## config.mk

```make
export PLATFORM = sky130hd
export DESIGN_NAME = kbd_pia
export DESIGN_NICKNAME = d
export VERILOG_FILES = /design/src/rtl/kbd_pia.sv
export SDC_FILE = /design/constraint.sdc
export NUM_CORES = 1
export LEC_CHECK = 0
export BUFFER_PORTS_ARGS = -buffer_cell sky130_fd_sc_hd__buf_4
export CAP_MARGIN = 10
export CORE_UTILIZATION = 50
export DETAILED_ROUTE_END_ITERATION = 8
export GPL_ROUTABILITY_DRIVEN = 0
export MAX_ROUTING_LAYER = met4
export PLACE_DENSITY = 0.77
export SYNTH_ARGS = -nofsm -noshare
export SYNTH_HDL_FRONTEND = slang
export SYNTH_SLANG_ARGS = --single-unit
export TNS_END_PERCENT = 100
```

## constraint.sdc

```tcl
create_clock -name CLOCK_50 -period 3.7 [get_ports CLOCK_50]
set_clock_uncertainty 0.15 [all_clocks]
set_input_delay 0.37 -clock CLOCK_50 [delete_from_list [all_inputs] [get_ports CLOCK_50]]
set_output_delay 0.37 -clock CLOCK_50 [all_outputs]
set_load 0.02 [all_outputs]
```

## src/rtl/kbd_pia.sv

```systemverilog
// Keyboard PIA: PS/2 set-2 scan codes -> 7-bit ASCII -> character FIFO -> Apple-1 KBD/KBDCR.
// Optional macro KBD_EXTCODE_EN enables decoding of E0-prefixed cursor/navigation keys.
module kbd_pia #(
  parameter logic [15:0] BASE_ADR   = 16'hD010,
  parameter int          FIFO_DEPTH = 8
) (
  input  logic        CLOCK_50,
  input  logic        res,
  input  logic [7:0]  code_in,
  input  logic        code_stb,
  input  logic [15:0] cpu_adr,
  input  logic        rw,
  input  logic        acc_stb,
  output logic        sel,
  output logic [7:0]  dbo,
  output logic        kbd_avail,
  output logic        overflow
);

  localparam int AW = $clog2(FIFO_DEPTH);
  localparam int CW = AW + 1;
  localparam logic [15:0] CR_ADR = BASE_ADR + 16'd1;

  typedef enum logic [1:0] {S_IDLE, S_BRK, S_EXT, S_EXT_BRK} state_t;

  state_t      state, state_nxt;
  logic        shift, shift_nxt, ctrl, ctrl_nxt;
  logic        emit;
  logic [6:0]  emit_chr;
  logic [7:0]  xl;
  logic        pend_vld;
  logic [6:0]  pend_chr;

  logic [6:0]    mem [FIFO_DEPTH];
  logic [AW-1:0] wr_ptr, rd_ptr;
  logic [CW-1:0] count;
  logic [6:0]    last_chr;
  logic          ovf;
  logic          rd_kbd, rd_cr, pop, full, push_ok, drop;

  // Returns {hit, ascii}; hit=0 for keys without a printable/control mapping.
  function automatic logic [7:0] xlate(input logic [7:0] c, input logic sh, input logic ct);
    logic [6:0] letter;
    logic [7:0] r;
    r      = 8'h00;
    letter = 7'h00;
    case (c)
      8'h1C: letter = 7'h41; 8'h32: letter = 7'h42; 8'h21: letter = 7'h43;
      8'h23: letter = 7'h44; 8'h24: letter = 7'h45; 8'h2B: letter = 7'h46;
      8'h34: letter = 7'h47; 8'h33: letter = 7'h48; 8'h43: letter = 7'h49;
      8'h3B: letter = 7'h4A; 8'h42: letter = 7'h4B; 8'h4B: letter = 7'h4C;
      8'h3A: letter = 7'h4D; 8'h31: letter = 7'h4E; 8'h44: letter = 7'h4F;
      8'h4D: letter = 7'h50; 8'h15: letter = 7'h51; 8'h2D: letter = 7'h52;
      8'h1B: letter = 7'h53; 8'h2C: letter = 7'h54; 8'h3C: letter = 7'h55;
      8'h2A: letter = 7'h56; 8'h1D: letter = 7'h57; 8'h22: letter = 7'h58;
      8'h35: letter = 7'h59; 8'h1A: letter = 7'h5A;
      8'h16: r = {1'b1, sh ? 7'h21 : 7'h31};
      8'h1E: r = {1'b1, sh ? 7'h40 : 7'h32};
      8'h26: r = {1'b1, sh ? 7'h23 : 7'h33};
      8'h25: r = {1'b1, sh ? 7'h24 : 7'h34};
      8'h2E: r = {1'b1, sh ? 7'h25 : 7'h35};
      8'h36: r = {1'b1, sh ? 7'h5E : 7'h36};
      8'h3D: r = {1'b1, sh ? 7'h26 : 7'h37};
      8'h3E: r = {1'b1, sh ? 7'h2A : 7'h38};
      8'h46: r = {1'b1, sh ? 7'h28 : 7'h39};
      8'h45: r = {1'b1, sh ? 7'h29 : 7'h30};
      8'h0E: r = {1'b1, sh ? 7'h7E : 7'h60};
      8'h4E: r = {1'b1, sh ? 7'h5F : 7'h2D};
      8'h55: r = {1'b1, sh ? 7'h2B : 7'h3D};
      8'h5D: r = {1'b1, sh ? 7'h7C : 7'h5C};
      8'h54: r = {1'b1, sh ? 7'h7B : 7'h5B};
      8'h5B: r = {1'b1, sh ? 7'h7D : 7'h5D};
      8'h4C: r = {1'b1, sh ? 7'h3A : 7'h3B};
      8'h52: r = {1'b1, sh ? 7'h22 : 7'h27};
      8'h41: r = {1'b1, sh ? 7'h3C : 7'h2C};
      8'h49: r = {1'b1, sh ? 7'h3E : 7'h2E};
      8'h4A: r = {1'b1, sh ? 7'h3F : 7'h2F};
      8'h5A: r = 8'h8D;
      8'h66: r = 8'h88;
      8'h76: r = 8'h9B;
      8'h29: r = 8'hA0;
      default: r = 8'h00;
    endcase
    // Ctrl folds letters onto 0x01-0x1A and takes priority over shift.
    if (letter != 7'h00) r = {1'b1, ct ? (letter - 7'h40) : letter};
    return r;
  endfunction

`ifdef KBD_EXTCODE_EN
  function automatic logic [7:0] xlate_ext(input logic [7:0] c);
    logic [7:0] r;
    case (c)
      8'h6B:   r = 8'h88;
      8'h74:   r = 8'h95;
      8'h75:   r = 8'h8B;
      8'h72:   r = 8'h8A;
      8'h71:   r = 8'hFF;
      default: r = 8'h00;
    endcase
    return r;
  endfunction
`endif

  always_ff @(posedge CLOCK_50) begin
    if (!res) begin
      state    <= S_IDLE;
      shift    <= 1'b0;
      ctrl     <= 1'b0;
      pend_vld <= 1'b0;
      pend_chr <= 7'h00;
    end else begin
      state    <= state_nxt;
      shift    <= shift_nxt;
      ctrl     <= ctrl_nxt;
      pend_vld <= emit;
      pend_chr <= emit_chr;
    end
  end

  always_comb begin
    state_nxt = state;
    shift_nxt = shift;
    ctrl_nxt  = ctrl;
    emit      = 1'b0;
    emit_chr  = 7'h00;
    xl        = xlate(code_in, shift, ctrl);
    if (code_stb) begin
      case (state)
        S_IDLE: begin
          if (code_in == 8'hF0)                          state_nxt = S_BRK;
          else if (code_in == 8'hE0)                     state_nxt = S_EXT;
          else if (code_in == 8'h12 || code_in == 8'h59) shift_nxt = 1'b1;
          else if (code_in == 8'h14)                     ctrl_nxt  = 1'b1;
          else begin
            emit     = xl[7];
            emit_chr = xl[6:0];
          end
        end
        S_BRK: begin
          if (code_in == 8'h12 || code_in == 8'h59) shift_nxt = 1'b0;
          if (code_in == 8'h14)                     ctrl_nxt  = 1'b0;
          state_nxt = S_IDLE;
        end
        S_EXT: begin
          if (code_in == 8'hF0) state_nxt = S_EXT_BRK;
          else begin
            state_nxt = S_IDLE;
`ifdef KBD_EXTCODE_EN
            emit     = xlate_ext(code_in)[7];
            emit_chr = xlate_ext(code_in)[6:0];
`endif
          end
        end
        default: state_nxt = S_IDLE;
      endcase
    end
  end

  assign rd_kbd  = acc_stb && rw && (cpu_adr == BASE_ADR);
  assign rd_cr   = acc_stb && rw && (cpu_adr == CR_ADR);
  assign full    = (count == CW'(FIFO_DEPTH));
  assign pop     = rd_kbd && (count != '0);
  // A pop frees the slot in the same edge, so a push against a full FIFO still lands.
  assign push_ok = pend_vld && (!full || pop);
  assign drop    = pend_vld && full && !pop;

  always_ff @(posedge CLOCK_50) begin
    if (!res) begin
      wr_ptr   <= '0;
      rd_ptr   <= '0;
      count    <= '0;
      last_chr <= 7'h00;
      ovf      <= 1'b0;
    end else begin
      if (push_ok) wr_ptr <= wr_ptr + AW'(1);
      if (pop) begin
        rd_ptr   <= rd_ptr + AW'(1);
        last_chr <= mem[rd_ptr];
      end
      if (push_ok && !pop)      count <= count + CW'(1);
      else if (!push_ok && pop) count <= count - CW'(1);
      if (drop)       ovf <= 1'b1;
      else if (rd_cr) ovf <= 1'b0;
    end
  end

  always_ff @(posedge CLOCK_50) begin
    if (push_ok) mem[wr_ptr] <= pend_chr;
  end

  assign kbd_avail = (count != '0);
  assign overflow  = ovf;
  assign sel       = (cpu_adr == BASE_ADR) || (cpu_adr == CR_ADR);

  always_comb begin
    dbo = 8'h00;
    if (cpu_adr == BASE_ADR) dbo = kbd_avail ? {1'b1, mem[rd_ptr]} : {1'b0, last_chr};
    else if (cpu_adr == CR_ADR) dbo = {kbd_avail, ovf, 6'b0};
  end

endmodule
```

==> out/results.ini <==
[run_status]
outcome = complete, no violations

[synthesis]
ys_ff_latch = 89
ys_warn_count = 0
syn_area_per_cell_sq_um = 11.1
yosysUniqueCellTypes = 83
ys_top_cells_by_area = edfxtp_1 32%, dfxtp_1 13%, mux4_2 6.1%
synth_async_sr_flop_share_pct = 0
yosysTopAreaCellShare_pct = 32.5
yosysSeqAreaShare_pct = 45.2
synth_area_leader_cell = edfxtp_1
synth_edf_count = 56
synth_nets = 503
synthCells = 468
ys.flop_type = edfxtp_1
syn_area_sq_um = 5180

[worst_setup_path]
path_class = reg -> reg
worstPathRequired_ns = 3.81
r2r_setup_slack_ns = 0.48
path_cells = nor4b_1, o31ai_2, nand2_1, inv_1, ha_1, inv_1, ha_1, a21o_1, a21oi_1, xnor2_1, or3_1, a21oi_1
cp-start-kind = flip-flop
crit_fanout = 5
cp.arrival_ns = 3.33
end_kind = flip-flop
critPathMaxStageDelay_ns = 0.60
critPathSlowestCell = nor4b_1

[detailed_routing]
finalWirelength_mm = 11.3
drtIter0Drc = 307
wl_per_cell_microns = 18.0
drc = 0
antenna_left = 0
via_per_inst = 6.27
drtPass1Iterations = 5
vias = 3944

[die]
io_pins = 40
rows = 36
die_h_microns = 104
die_w_microns = 104
start_util_pct = 52.2
core_sq_um = 9910
die_area_sq_um = 10800

[clock_network]
cts_setup_buffers = 0
path_clk_slew_ns = 0.09
cts_buffers = 9
holdBufCountCts = 0
insertion_delay_ns = 0.34
postCtsResizedCells = 0
cts_tree = yes
clock-sinks = 89
clk_path_buf_depth = 2
cts_max_level = 3
clockRootBuffer = clkbuf_8

[global_route]
globalRoute.totalOverflow = 0
first_global_vias = 3660
grt_use_total_pct = 22.1
grt_max_degree = 42
grt_pass1_wl_mm = 18.7
antenna_found_initial = 0

[pwr]
power_density_nw_per_um2 = 328
p_leak_nw = 1.84
vdd_drop_max_v = 0.000194

[place]
hpwl_mm = 7.93
numPortBuffers = 39

[sta]
worstMarginPinSlew_ns = 0.733
min_period_over_period_pct = 87.1
hold_viol = 0
report.final.slew_viol_count = 0
min_period_ns = 3.22
fin_setup_tns_ns = 0
slew-limit-headroom_pct = 51.0
rsz0062_at_grt = false
fmax_mhz = 310
setup_viol = 0

[worst_hold_path]
hold_path_class = in -> reg

[finish]
syn_to_final_growth_pct = 10.1
nNetsFinal = 526
fin_util_pct = 57.5
diodes = 0
drive_above_1_share_pct = 22.6

[flow_run]
drv_cap = 0

-- where the power goes --
group	total (mW)	switching, mW	internal (mW)	leakage [nW]
clock network	0.584	0.335	0.249	0.0900
registers	1.06	0.0100	1.05	0.791
logic	0.220	0.133	0.0863	0.957
total	1.87	0.479	1.39	1.84
-- Yosys cell counts (all sizes together), types with 8 or more instances --
cell type   n
a211oi     18
a21oi      17
buf        27
clkbuf     11
dfxtp      33
edfxtp     56
inv        11
mux2i      14
mux4       14
nand2      16
nand2b      8
nand3      10
nor2       40
nor2b      14
nor3       14
nor3b      14
nor4       10
nor4b      11
o21ai      16
-- cells in the final DEF (no fill, tap or decap), drive strengths merged, types with 4 or more instances in the layout --
cell type and count:
edfxtp 56, nand2 16, clkinv 6, o21ai 16, nor4 10, nor3b 14, inv 13, a21o 4
nor4b 11, nand3 10, ha 5, nor4bb 4, mux4 14, buf 50, a31oi 6, o22ai 5
nor2b 14, nor2 40, mux2i 14, xnor2 5, o211ai 4, a32oi 6, nand2b 8, a211oi 18
a21oi 17, or2 4, nand4 4, nor3 14, dfxtp 33, clkbuf 9, or4b 4
-- per-layer routing --
| layer | vias up | wire length (microns) | global-route usage (%) |
|---|---|---|---|
| met2 | 169 | 5450 | 34.8 |
| met4 | 0 | 191 | 8.57 |
| met1 | 1892 | 4960 | 29.0 |
| met3 | 18 | 740 | 3.15 |
| met5 | - | 0 | - |
| li1 | 1865 | - | - |
-- per-stage QoR --
step | hold WS, ns | cell area (sq um) | cells | worst slack, ns | power (mW)
2_1_floorplan | 0.295 | 5180 | 468 | 0.627 | 1.24
6_report | 0.162 | 5700 | 629 | 0.479 | 1.87
5_1_grt | 0.146 | 5700 | 629 | 0.255 | 1.95
3_3_place_gp | 0.304 | 5520 | 613 | 0.452 | 1.30
3_5_place_dp | 0.316 | 5520 | 613 | 0.316 | 1.30
4_1_cts | 0.136 | 5700 | 629 | 0.548 | 1.88
-- sequential cells by signal (all words and copies together), names as in the netlist, 2 cells and up, named ones only --
| name | cells |
|---|---|
| pend_chr | 7 |
| wr_ptr | 3 |
| last_chr | 7 |
| count | 4 |
| state | 2 |
| mem | 56 |
| rd_ptr | 3 |
-- critical path: cells and delay by family (launching register included) --
kind,cells,cell delay (ns)
simple gates,3,1.10
fa+ha+maj,2,0.48
buf+inv,2,0.23
compound gates,4,0.71
xor+xnor,1,0.10
flops,1,0.39
-- final cells by class --
cell class / instances / area, sq um
clock buffer: 9 / 124
multi-input combinational: 328 / 2590
timing repair buffer: 50 / 375
fill: 817 / 4210
sequential: 89 / 2340
inverter: 13 / 48.8
tap: 133 / 166
clock inverter: 7 / 52.6
-- final timing paths --
| check | from | end | cells past startpoint |
|---|---|---|---|
| setup / recovery | count[0]$_SDFFE_PN0P_ | count[3]$_SDFFE_PN0P_ | 12 |
| hold / removal | code_stb | state[0]$_SDFFE_PN0P_ | 3 |
| setup reg to reg | count[0]$_SDFFE_PN0P_ | count[3]$_SDFFE_PN0P_ | 12 |
| hold reg to reg | rd_ptr[2]$_SDFFE_PN0N_ | flip-flop | 2 |
-- logic make-up (layout without fill, tap and decap cells) --
kind of cell    count (synthesis)  in the layout  share of synthesized area [%]
mux                            30             30                           9.30
xor+xnor                        8              8                           1.35
simple gates                  175            175                           22.0
buf+inv                        51             79                           4.74
flops                          89             89                           45.2
compound gates                109            109                           15.8
fa+ha+maj                       6              6                           1.59
Note: power is estimated with default switching activity, not from simulation.
